$ cat src/rtl/bias_update_ctrl.sv
// Bias-update sequencer: per neuron reads the old bias, waits for its delta, strobes the
// datapath result register and writes the new bias back. Optional macro: BIAS_SAT_EN.
module bias_update_ctrl #(
  parameter int                        DWIDTH       = 16,
  parameter int                        AWIDTH       = 10,
  parameter int                        HiddenNeuron = 16,
  parameter int                        OutNeuron    = 4,
  parameter int                        Layer        = 3,
  parameter logic signed [DWIDTH-1:0]  BIAS_LIMIT   = 16'sd16384
) (
  input  logic              clk,
  input  logic              rst_n,
  input  logic              start,
  input  logic [1:0]        layer_sel,
  input  logic              delta_valid,
  input  logic [DWIDTH-1:0] new_bias,
  output logic              bram_en,
  output logic              bram_we,
  output logic [AWIDTH-1:0] bram_addr,
  output logic [DWIDTH-1:0] bram_din,
  output logic [AWIDTH-1:0] delta_addr,
  output logic              en_b_back,
  output logic              busy,
  output logic              done
);

  typedef enum logic [2:0] {
    S_IDLE,
    S_READ,
    S_WAIT,
    S_CALC,
    S_WRITE,
    S_DONE
  } state_t;

  state_t            state_q, state_d;
  logic [AWIDTH-1:0] n_q, n_d;
  logic [AWIDTH-1:0] base_q, base_d;
  logic [AWIDTH-1:0] count_q, count_d;
  logic [DWIDTH-1:0] wr_data;
  logic              layer_ok;
  logic              last_neuron;

  assign layer_ok    = (32'(layer_sel) < 32'(Layer));
  assign last_neuron = (n_q == (count_q - AWIDTH'(1)));

  always_ff @(posedge clk or negedge rst_n) begin
    if (!rst_n) begin
      state_q <= S_IDLE;
      n_q     <= '0;
      base_q  <= '0;
      count_q <= '0;
    end else begin
      state_q <= state_d;
      n_q     <= n_d;
      base_q  <= base_d;
      count_q <= count_d;
    end
  end

  always_comb begin
    state_d = state_q;
    n_d     = n_q;
    base_d  = base_q;
    count_d = count_q;
    unique case (state_q)
      S_IDLE: begin
        // Out-of-range layer indices are dropped so no BRAM traffic is generated
        if (start && layer_ok) begin
          n_d     = '0;
          base_d  = AWIDTH'(32'(layer_sel) * HiddenNeuron);
          count_d = (32'(layer_sel) == 32'(Layer - 1)) ? AWIDTH'(OutNeuron)
                                                       : AWIDTH'(HiddenNeuron);
          state_d = S_READ;
        end
      end
      S_READ:  state_d = S_WAIT;
      S_WAIT: begin
        if (delta_valid) begin
          state_d = S_CALC;
        end
      end
      S_CALC:  state_d = S_WRITE;
      S_WRITE: begin
        if (last_neuron) begin
          state_d = S_DONE;
        end else begin
          n_d     = n_q + AWIDTH'(1);
          state_d = S_READ;
        end
      end
      S_DONE:  state_d = S_IDLE;
      default: state_d = S_IDLE;
    endcase
  end

`ifdef BIAS_SAT_EN
  logic signed [DWIDTH-1:0] nb_s;

  always_comb begin
    nb_s    = signed'(new_bias);
    wr_data = new_bias;
    if (nb_s > BIAS_LIMIT) begin
      wr_data = BIAS_LIMIT;
    end else if (nb_s < -BIAS_LIMIT) begin
      wr_data = -BIAS_LIMIT;
    end
  end
`else
  logic unused_limit;

  assign unused_limit = ^BIAS_LIMIT;
  assign wr_data      = new_bias;
`endif

  // Addresses come straight from the held base/counter, so they keep their value in IDLE
  always_comb begin
    bram_en    = (state_q == S_READ) || (state_q == S_WRITE);
    bram_we    = (state_q == S_WRITE);
    bram_addr  = base_q + n_q;
    delta_addr = n_q;
    bram_din   = (state_q == S_WRITE) ? wr_data : '0;
    en_b_back  = (state_q == S_CALC);
    busy       = (state_q != S_IDLE);
    done       = (state_q == S_DONE);
  end

endmodule

$ cat config.mk
export PLATFORM = sky130hd
export DESIGN_NAME = bias_update_ctrl
export DESIGN_NICKNAME = d
export VERILOG_FILES = /design/src/rtl/bias_update_ctrl.sv
export SDC_FILE = /design/constraint.sdc
export NUM_CORES = 1
export LEC_CHECK = 0
export BUFFER_PORTS_ARGS = -buffer_cell sky130_fd_sc_hd__buf_2
export CORE_MARGIN = 8
export CORE_UTILIZATION = 31
export DETAILED_ROUTE_END_ITERATION = 6
export PLACE_DENSITY = 0.62
export SKIP_CTS_REPAIR_TIMING = 1
export SLEW_MARGIN = 20
export SYNTH_ARGS = -nofsm -noshare
export SYNTH_HDL_FRONTEND = slang
export SYNTH_SLANG_ARGS = --single-unit
$ cat constraint.sdc
create_clock -name clk -period 2.1 [get_ports clk]
set_input_delay 0 -clock clk [delete_from_list [all_inputs] [get_ports clk]]
set_output_delay 0 -clock clk [all_outputs]
set_load 0.01 [all_outputs]
==> results of run 1 <==
-- flip-flops by register name (all words and copies together), names as in the netlist --
name and count:
base_q 2, count_q 2, delta_addr 10, state_q 3
-- worst max-delay path, stage by stage, from the launching register on --
cell	delay, ps
dfrtp_1	380
inv_1	60
ha_1	290
xor2_1	150
o2111a_4	160
a2111o_2	530
a211o_1	330
-- final cells by class --
cell class / instances / area [um^2]
Timing Repair Buffer: 78 / 432.9
Inverter: 4 / 17.52
Tap cell: 50 / 62.56
Sequential cell: 17 / 425.4
Fill cell: 409 / 2246
Clock inverter: 1 / 5.005
Multi-Input combinational cell: 102 / 711.9
Clock buffer: 3 / 41.29
-- cells by family (layout without fill, tap and decap cells) --
group,Yosys count,after routing,share of synthesized area
and+or+nand+nor,61,61,0.2711
AOI/OAI and AO/OA,28,28,0.1817
buffers and inverters,19,86,0.09830
DFF,17,17,0.3376
xor gates and xnor gates,8,8,0.05561
adders and majority gates,5,5,0.05561
-- how the worst max path moves through the flow --
stage / startpoint / slack [ps] / endpoint
final: count_q[2]$_DFFE_PN0P_ / 80 / delta_addr[2]$_DFFE_PN0P_
after global routing: count_q[2]$_DFFE_PN0P_ / 20 / delta_addr[9]$_DFFE_PN0P_
after CTS: count_q[2]$_DFFE_PN0P_ / 70 / delta_addr[2]$_DFFE_PN0P_
after detailed placement: count_q[2]$_DFFE_PN0P_ / 50 / delta_addr[2]$_DFFE_PN0P_
after global placement: count_q[2]$_DFFE_PN0P_ / 120 / delta_addr[8]$_DFFE_PN0P_
after floorplan: delta_addr[2]$_DFFE_PN0P_ / 160 / delta_addr[2]$_DFFE_PN0P_
-- metrics by stage --
step	hold slack (ps)	utilization	worst slack [ps]
floorplan	-295.6	-	157.3
global placement	-49.17	0.4157	121.6
detailed placement	-44.66	0.4157	54.72
CTS	-330.5	0.4275	67.49
global route	24.05	0.4303	16.46
finish	2.557	0.4303	80.11
-- power groups by stage --
stage	Sequential, mW	Combinational [mW]	Clock [mW]
floorplan	0.478	0.518	0
global placement	0.472	0.735	0
detailed placement	0.477	0.736	0
CTS	0.470	0.740	0.263
global route	0.483	0.814	0.275
finish	0.469	0.728	0.255
-- cell usage in the layout, fill, tap and decap left out, types with 2 or more instances in the layout --
master,count
and3_1,4
a21oi_1,3
and3b_1,2
a32o_1,2
a21o_1,3
a211o_1,5
and2_1,16
nand2_1,9
o22a_1,4
clkbuf_8,3
nor4_1,2
nor3b_1,2
nor3_1,4
dfrtp_1,17
buf_4,15
ha_1,4
nand3_1,7
nor2_1,8
xnor2_1,5
buf_2,62
inv_1,3
nand3b_1,2
o21ai_0,3
xor2_1,3
-- layer usage --
layer	routed length, um	track usage
met3	131	0.02252
met2	1810	0.1907
met4	31	0.03636
met5	0	0
met1	1556	0.1252
==> impl_metrics.env, run 1 <==
export IMPL_die_w_um=79.75
export IMPL_cp_max_fo=10
export IMPL_synth_area_leaders="dfrtp_1 (34%), and2_1 (7.9%), ha_1 (4.0%)"
export IMPL_wirelength_um=3528
export IMPL_clkTransAtPathRegs_ps=80
export IMPL_dp_cells=250
export IMPL_power_density_mw_per_mm2=856.1
export IMPL_rows=23
export IMPL_layout_drive_gt1_share=0.4146
export IMPL_ys_top_cells_by_count="dfrtp_1 (17), and2_1 (16), nand2_1 (9)"
export IMPL_fin_setup_tns_ps=0
export IMPL_syn_area_mm2=0.001260
export IMPL_cap_violations=0
export IMPL_power_mw=1.452
export IMPL_p_leak_nw=1.017
export IMPL_insertion_delay_ps=260
export IMPL_yosysTopAreaCellShare=0.3376
export IMPL_drt_iter0_drc=56
export IMPL_fin_area_mm2=0.001697
export IMPL_worstSetupEndpointType="flop"
export IMPL_cts_root_buffer="clkbuf_8"
export IMPL_cts_buffers_inserted=3
export IMPL_grt_overflow=0
export IMPL_synth_cells=138
export IMPL_synth_seq_cells=17
export IMPL_drv_slew=0
export IMPL_p_clk_frac=0.176
export IMPL_period_needed_ps=2020
export IMPL_dp_hpwl_um=2853
export IMPL_synth_edf_count=0
export IMPL_startpoint_type="flop"
export IMPL_n_antenna_cell=0
export IMPL_io_buffers=62
export IMPL_outcome="finished, final reports clean"
export IMPL_grt_max_degree=26
export IMPL_stdcell_count=255
export IMPL_nets=233
export IMPL_hold_start="layer_sel[1]"
export IMPL_synth_ff_type="dfrtp_1"
export IMPL_place_congestion=0.7872
export IMPL_crit_type="flop to flop"
export IMPL_io_pins=63
export IMPL_p_comb_frac=0.501
export IMPL_fp_dieArea_mm2=0.006360
export IMPL_switching_share=0.3962
export IMPL_cts_tree="yes"
export IMPL_slew_headroom=0.7263
export IMPL_seq_power_share=0.323
export IMPL_syn2layout_area_growth_pct=34.66
export IMPL_core_mm2=0.003943
export IMPL_place_area_mm2=0.001639
export IMPL_drt_first_pass_iters=4
export IMPL_fmax_mhz=495.1
export IMPL_whs_endpoint="count_q[4]$_DFFE_PN0P_"
export IMPL_post_route_drc_count=0
export IMPL_initial_core_util=0.3196
export IMPL_synth_most_common_cell="dfrtp_1"
export IMPL_vias=1227
export IMPL_holdPathStages=2
export IMPL_peakVddDrop_mv=0.5572
export IMPL_vias_per_cell=4.812
export IMPL_power_switching_uw=575.4
export IMPL_reg2reg_from="count_q[2]$_DFFE_PN0P_"
export IMPL_skew_ps=8.082
export IMPL_rsz0062_at_grt="false"
export IMPL_detail_route_antenna_nets=0
export IMPL_syn_avg_cell_area_um2=9.130
export IMPL_track_usage=0.1078
export IMPL_ys_seq_area_frac=0.3376
export IMPL_clockBufferDepth=2
export IMPL_yosys_area_top_type="dfrtp_1"
export IMPL_ys_async_sr_fraction=1.000
export IMPL_finalCritPeriodShare=0.9619
export IMPL_htreeDepth=1
export IMPL_crit_arrival_ps=2170
export IMPL_grt_pass1_vias=1221
export IMPL_worst_slew_pin_slew_ps=410.6
export IMPL_ys_types=41
export IMPL_synth_nets=165
export IMPL_rrSetupSlack_ps=80
export IMPL_r2r_end="delta_addr[2]$_DFFE_PN0P_"
export IMPL_setup_viol=0
export IMPL_r2r_cells=6
export IMPL_yosys_warnings=0
export IMPL_grt_pass1_wl_um=5644
export IMPL_die_h_um=79.75
export IMPL_hold_class="input port to flop"
export IMPL_internal_power_uw=877.0
export IMPL_post_drt_wl_per_cell_um=13.84
export IMPL_cts_sinks=17
export IMPL_antenna_found_initial=0
export IMPL_required_ps=2250
export IMPL_hold_viol=0
(Power assumes the default switching activity.)
==> inputs of run 2 (changes only) <==
--- a/config.mk
+++ b/config.mk
@@ -8,6 +8,7 @@
 export BUFFER_PORTS_ARGS = -buffer_cell sky130_fd_sc_hd__buf_2
 export CORE_MARGIN = 8
 export CORE_UTILIZATION = 31
+export CTS_BUF_LIST = sky130_fd_sc_hd__clkbuf_16
 export DETAILED_ROUTE_END_ITERATION = 6
 export PLACE_DENSITY = 0.62
 export SKIP_CTS_REPAIR_TIMING = 1
==> run 2 against run 1 <==
First-iteration DRC count fell by 21%. Critical path depth did not move. Design area rose by 2.0%. Non-clock buffer count did not move. Clock skew fell by 0.95 ps. Global-route usage rose by 0.40 points. Sequential cell count did not move. Clock power rose by 53%. Fmax rose by 0.30%. Setup slack improved by 6.0 ps. Die area did not move. Cell count did not move.
==> impl_metrics.env, run 2 (synthesis gave the netlist of run 1 again) <==
export IMPL_startpoint_type="flop"
export IMPL_rows=23
export IMPL_io_pins=63
export IMPL_crit_type="flop to flop"
export IMPL_place_congestion=0.7872
export IMPL_hold_viol=0
export IMPL_cts_tree="yes"
export IMPL_grt_max_degree=26
export IMPL_fp_dieArea_mm2=0.006360
export IMPL_power_density_mw_per_mm2=916.8
export IMPL_whs_endpoint="count_q[4]$_DFFE_PN0P_"
export IMPL_setup_viol=0
export IMPL_nFillCells=404
export IMPL_cts_buffers_inserted=3
export IMPL_detail_route_antenna_nets=0
export IMPL_path_cells="inv_1, ha_1, xor2_1, o2111a_4, a2111o_2, a211o_1"
export IMPL_hold_start="layer_sel[1]"
export IMPL_slowest_stage="a2111o_2"
export IMPL_die_h_um=79.75
export IMPL_layout_drive_gt1_share=0.4146
export IMPL_layout_commonest_cell="buf_2"
export IMPL_track_usage=0.1118
export IMPL_cpLargestDelayFamily="compound AO/OA/AOI/OAI gates"
export IMPL_nets=233
export IMPL_reg2reg_from="count_q[2]$_DFFE_PN0P_"
export IMPL_dp_hpwl_um=2853
export IMPL_r2r_cells=6
export IMPL_insertion_delay_ps=250
export IMPL_post_route_drc_count=0
export IMPL_period_needed_ps=2014
export IMPL_clockBufferDepth=2
export IMPL_slew_headroom=0.7262
export IMPL_vias=1210
export IMPL_skew_ps=7.129
export IMPL_n_antenna_cell=0
export IMPL_crit_arrival_ps=2150
export IMPL_grt_pass1_wl_um=5727
export IMPL_hold_class="input port to flop"
export IMPL_power_mw=1.587
export IMPL_cap_violations=0
export IMPL_drt_iter0_drc=44
export IMPL_antenna_found_initial=0
export IMPL_holdPathStages=2
export IMPL_fmax_mhz=496.5
export IMPL_die_w_um=79.75
export IMPL_peakVddDrop_mv=0.5530
export IMPL_r2r_end="delta_addr[2]$_DFFE_PN0P_"
export IMPL_required_ps=2240
export IMPL_syn2layout_area_growth_pct=37.34
export IMPL_rsz0062_at_grt="false"
export IMPL_drt_first_pass_iters=5
export IMPL_io_buffers=62
export IMPL_cp_max_fo=10
export IMPL_vias_per_cell=4.745
export IMPL_wirelength_um=3531
export IMPL_core_mm2=0.003943
export IMPL_crit_buf_inv=1
export IMPL_finalCritPeriodShare=0.9590
export IMPL_p_leak_nw=1.033
export IMPL_outcome="finished, final reports clean"
export IMPL_htreeDepth=1
export IMPL_post_drt_wl_per_cell_um=13.85
export IMPL_fin_setup_tns_ps=0
export IMPL_drv_slew=0
export IMPL_largest_reg_flops=10
export IMPL_grt_overflow=0
export IMPL_cts_sinks=17
export IMPL_clkTransAtPathRegs_ps=60
export IMPL_rrSetupSlack_ps=90
export IMPL_worst_slew_pin_slew_ps=410.7
export IMPL_max_stage_delay_ps=530
export IMPL_grt_pass1_vias=1226
export IMPL_initial_core_util=0.3196
export IMPL_worstSetupEndpointType="flop"
export IMPL_final_cell_mix="buf_2 (62), dfrtp_1 (17), and2_1 (16)"
export IMPL_cts_root_buffer="clkbuf_16"
## run 2: cell counts in the layout (fill, tap and decap cells not counted)
No cell type changed its count.
## run 2: worst max path at each step
stage,start,end,cells past startpoint
2_1_floorplan,delta_addr[2]$_DFFE_PN0P_,delta_addr[2]$_DFFE_PN0P_,6
3_3_place_gp,count_q[2]$_DFFE_PN0P_,delta_addr[8]$_DFFE_PN0P_,6
3_5_place_dp,count_q[2]$_DFFE_PN0P_,delta_addr[2]$_DFFE_PN0P_,6
4_1_cts,count_q[2]$_DFFE_PN0P_,delta_addr[2]$_DFFE_PN0P_,6
5_1_grt,count_q[2]$_DFFE_PN0P_,delta_addr[2]$_DFFE_PN0P_,6
6_report,count_q[2]$_DFFE_PN0P_,delta_addr[2]$_DFFE_PN0P_,6
## run 2: per-stage QoR
step	hold slack (ps)	util	cell area, um^2	worst slack, ps	std cells
after CTS	-316.4	0.4361	1719	59.48	254
after detailed placement	-44.66	0.4157	1639	54.72	250
after global placement	-49.17	0.4157	1639	121.6	250
after global routing	30.82	0.4389	1730	15.43	255
final	10.59	0.4389	1730	86.09	255
after floorplan	-295.6	-	1260	157.3	138
## run 2: worst register-to-register path: stages (launching register included)
cell and delay (ps):
dfrtp_1 370, inv_1 60, ha_1 300, xor2_1 150
o2111a_4 160, a2111o_2 530, a211o_1 330
## run 2: cell type report
cell class | count | area [um^2] | area share
clock buffers | 3 | 75.07 | 0.04338
clock inverters | 1 | 5.005 | 0.002892
inverters | 4 | 17.52 | 0.01012
multi-input cells | 102 | 711.9 | 0.4114
flip-flops and latches | 17 | 425.4 | 0.2458
well taps | 50 | 62.56 | 0.03615
repair buffers | 78 | 432.9 | 0.2502
## run 2: layer usage
layer  part of all wire  track usage
met1               0.44       0.1239
met2               0.51       0.1932
met3              0.039      0.03041
met4              0.012      0.05273
met5                  0            0
## run 2: power breakdown
part | switching, mW | internal, mW
Clock | 0.134 | 0.255
Sequential | 0.0586 | 0.412
Combinational | 0.393 | 0.335
==> inputs of run 3 (changes only) <==
--- a/config.mk
+++ b/config.mk
@@ -7,10 +7,10 @@
 export LEC_CHECK = 0
 export BUFFER_PORTS_ARGS = -buffer_cell sky130_fd_sc_hd__buf_2
 export CORE_MARGIN = 8
-export CORE_UTILIZATION = 31
+export CORE_UTILIZATION = 45
 export CTS_BUF_LIST = sky130_fd_sc_hd__clkbuf_16
 export DETAILED_ROUTE_END_ITERATION = 6
-export PLACE_DENSITY = 0.62
+export PLACE_DENSITY = 0.83
 export SKIP_CTS_REPAIR_TIMING = 1
 export SLEW_MARGIN = 20
 export SYNTH_ARGS = -nofsm -noshare
==> run 3 against run 2 <==
Register-to-register slack worse by 80 ps. Critical path depth unchanged. Count of clock-buffer cells in the layout did not move. Clock skew fell by 4.4 ps. Hold slack improved by 25 ps. Sequential cell count stayed put. Setup slack got worse by 75 ps. Largest power group unchanged.
==> impl_metrics.env, run 3 (synthesis gave the netlist of run 1 again) <==
export IMPL_outcome="finished, final reports clean"
export IMPL_rows=19
export IMPL_initial_core_util=0.4649
export IMPL_startpoint_type="flop"
export IMPL_drv_slew=0
export IMPL_p_clk_frac=0.231
export IMPL_fin_area_mm2=0.001717
export IMPL_vias=1283
export IMPL_hold_class="input port to flop"
export IMPL_syn2layout_area_growth_pct=36.25
export IMPL_fp_dieArea_mm2=0.004749
export IMPL_layout_commonest_cell="buf_2"
export IMPL_power_density_mw_per_mm2=938.1
export IMPL_cp_max_fo=5
export IMPL_grt_pass1_wl_um=5533
export IMPL_nets=234
export IMPL_dp_cells=230
export IMPL_path_cells="inv_1, ha_1, xor2_1, o2111a_4, a2111o_2, a211o_1"
export IMPL_insertion_delay_ps=250
export IMPL_clkTransAtPathRegs_ps=50
export IMPL_seq_power_share=0.292
export IMPL_place_area_mm2=0.001608
export IMPL_detail_route_antenna_nets=0
export IMPL_vias_per_cell=5.414
export IMPL_p_leak_nw=1.037
export IMPL_cts_sinks=17
export IMPL_antenna_found_initial=0
export IMPL_worstSetupEndpointType="flop"
export IMPL_required_ps=2230
export IMPL_setup_slack_ps=10.62
export IMPL_layout_drive_gt1_share=0.4078
export IMPL_reg2reg_from="count_q[2]$_DFFE_PN0P_"
export IMPL_whs_ps=35.17
export IMPL_cpLargestDelayFamily="compound AO/OA/AOI/OAI gates"
export IMPL_startpoint="count_q[2]$_DFFE_PN0P_"
export IMPL_grt_overflow=0
export IMPL_die_h_um=68.92
export IMPL_power_mw=1.610
export IMPL_dp_hpwl_um=2725
export IMPL_worst_slew_pin_slew_ps=473.9
export IMPL_clockBufferDepth=2
export IMPL_max_stage_delay_ps=540
export IMPL_setup_viol=0
export IMPL_switching_share=0.3764
export IMPL_fmax_mhz=478.6
export IMPL_drt_first_pass_iters=4
export IMPL_peakVddDrop_mv=0.8258
export IMPL_crit_arrival_ps=2220
export IMPL_cts_buffers_inserted=3
export IMPL_top_layer="met4"
export IMPL_place_congestion=0.8176
export IMPL_rrSetupSlack_ps=10
export IMPL_slew_headroom=0.6841
export IMPL_post_drt_wl_per_cell_um=16.22
export IMPL_post_route_drc_count=0
export IMPL_skew_ps=2.703
export IMPL_io_buffers=62
export IMPL_htreeDepth=1
export IMPL_dr_wl_met3_um=169
export IMPL_stdcell_count=237
export IMPL_crit_buf_inv=1
export IMPL_grt_pass1_vias=1265
export IMPL_io_pins=63
export IMPL_final_cell_mix="buf_2 (62), dfrtp_1 (17), and2_1 (16)"
export IMPL_place_ws_ps=82.54
export IMPL_hold_start="layer_sel[0]"
export IMPL_cap_violations=0
export IMPL_hold_viol=0
export IMPL_crit_type="flop to flop"
export IMPL_die_w_um=68.92
export IMPL_slowest_stage="a2111o_2"
export IMPL_wl_met1_um=1605
export IMPL_core_mm2=0.002710
export IMPL_wirelength_um=3845
export IMPL_cts_tree="yes"
export IMPL_period_needed_ps=2089
export IMPL_p_comb_frac=0.476
export IMPL_largest_reg_flops=10
export IMPL_n_antenna_cell=0
export IMPL_track_usage=0.1474
export IMPL_drt_iter0_drc=67
export IMPL_wl_met2_um=2055
export IMPL_power_switching_uw=606.0
export IMPL_cts_root_buffer="clkbuf_16"
export IMPL_internal_power_mw=1.004
export IMPL_finalCritPeriodShare=0.9949
export IMPL_grt_max_degree=26
[run 3: cell count changes in the layout (fill, tap and decap cells not counted)]
cell | previous run | this run
a2111o_1 | 0 | 1
clkinv_2 | 1 | 0
inv_1 | 3 | 4
[run 3: power groups by stage]
| stage | registers, mW | clock network [mW] | logic, mW |
|---|---|---|---|
| global route | 0.483 | 0.396 | 0.843 |
| finish | 0.471 | 0.373 | 0.767 |
| global placement | 0.471 | 0 | 0.705 |
| detailed placement | 0.475 | 0 | 0.719 |
| floorplan | 0.478 | 0 | 0.518 |
| CTS | 0.471 | 0.381 | 0.726 |
[run 3: layout make-up]
class,instances,area (um^2)
clock buffers,3,75.07
clock inverters,1,3.754
fillers,250,993.5
inverters,4,17.52
multi-input cells,103,723.2
flip-flops and latches,17,425.4
well taps,31,38.79
repair buffers,78,432.9
[run 3: per-stage QoR]
stage / setup TNS [ps] / util
after detailed placement: 0 / 0.5933
after global placement: 0 / 0.5933
final: 0 / 0.6334
after CTS: 0 / 0.6223
after global routing: -124.1 / 0.6334
after floorplan: 0 / -
[run 3: worst paths after layout]
check,to,cells past startpoint
worst min register to register,base_q[4]$_DFFE_PN0P_,1
max in group asynchronous,base_q[5]$_DFFE_PN0P_,2
min in group asynchronous,delta_addr[1]$_DFFE_PN0P_,2
worst max-delay path,delta_addr[2]$_DFFE_PN0P_,6
worst min-delay path,base_q[4]$_DFFE_PN0P_,2
worst max register to register,delta_addr[2]$_DFFE_PN0P_,6
[run 3: layer usage]
metal | up-vias | GRT usage
li1 | 630 | -
met1 | 618 | 0.1656
met2 | 33 | 0.2739
met3 | 2 | 0.02585
met4 | 0 | 0.04511
met5 | - | 0
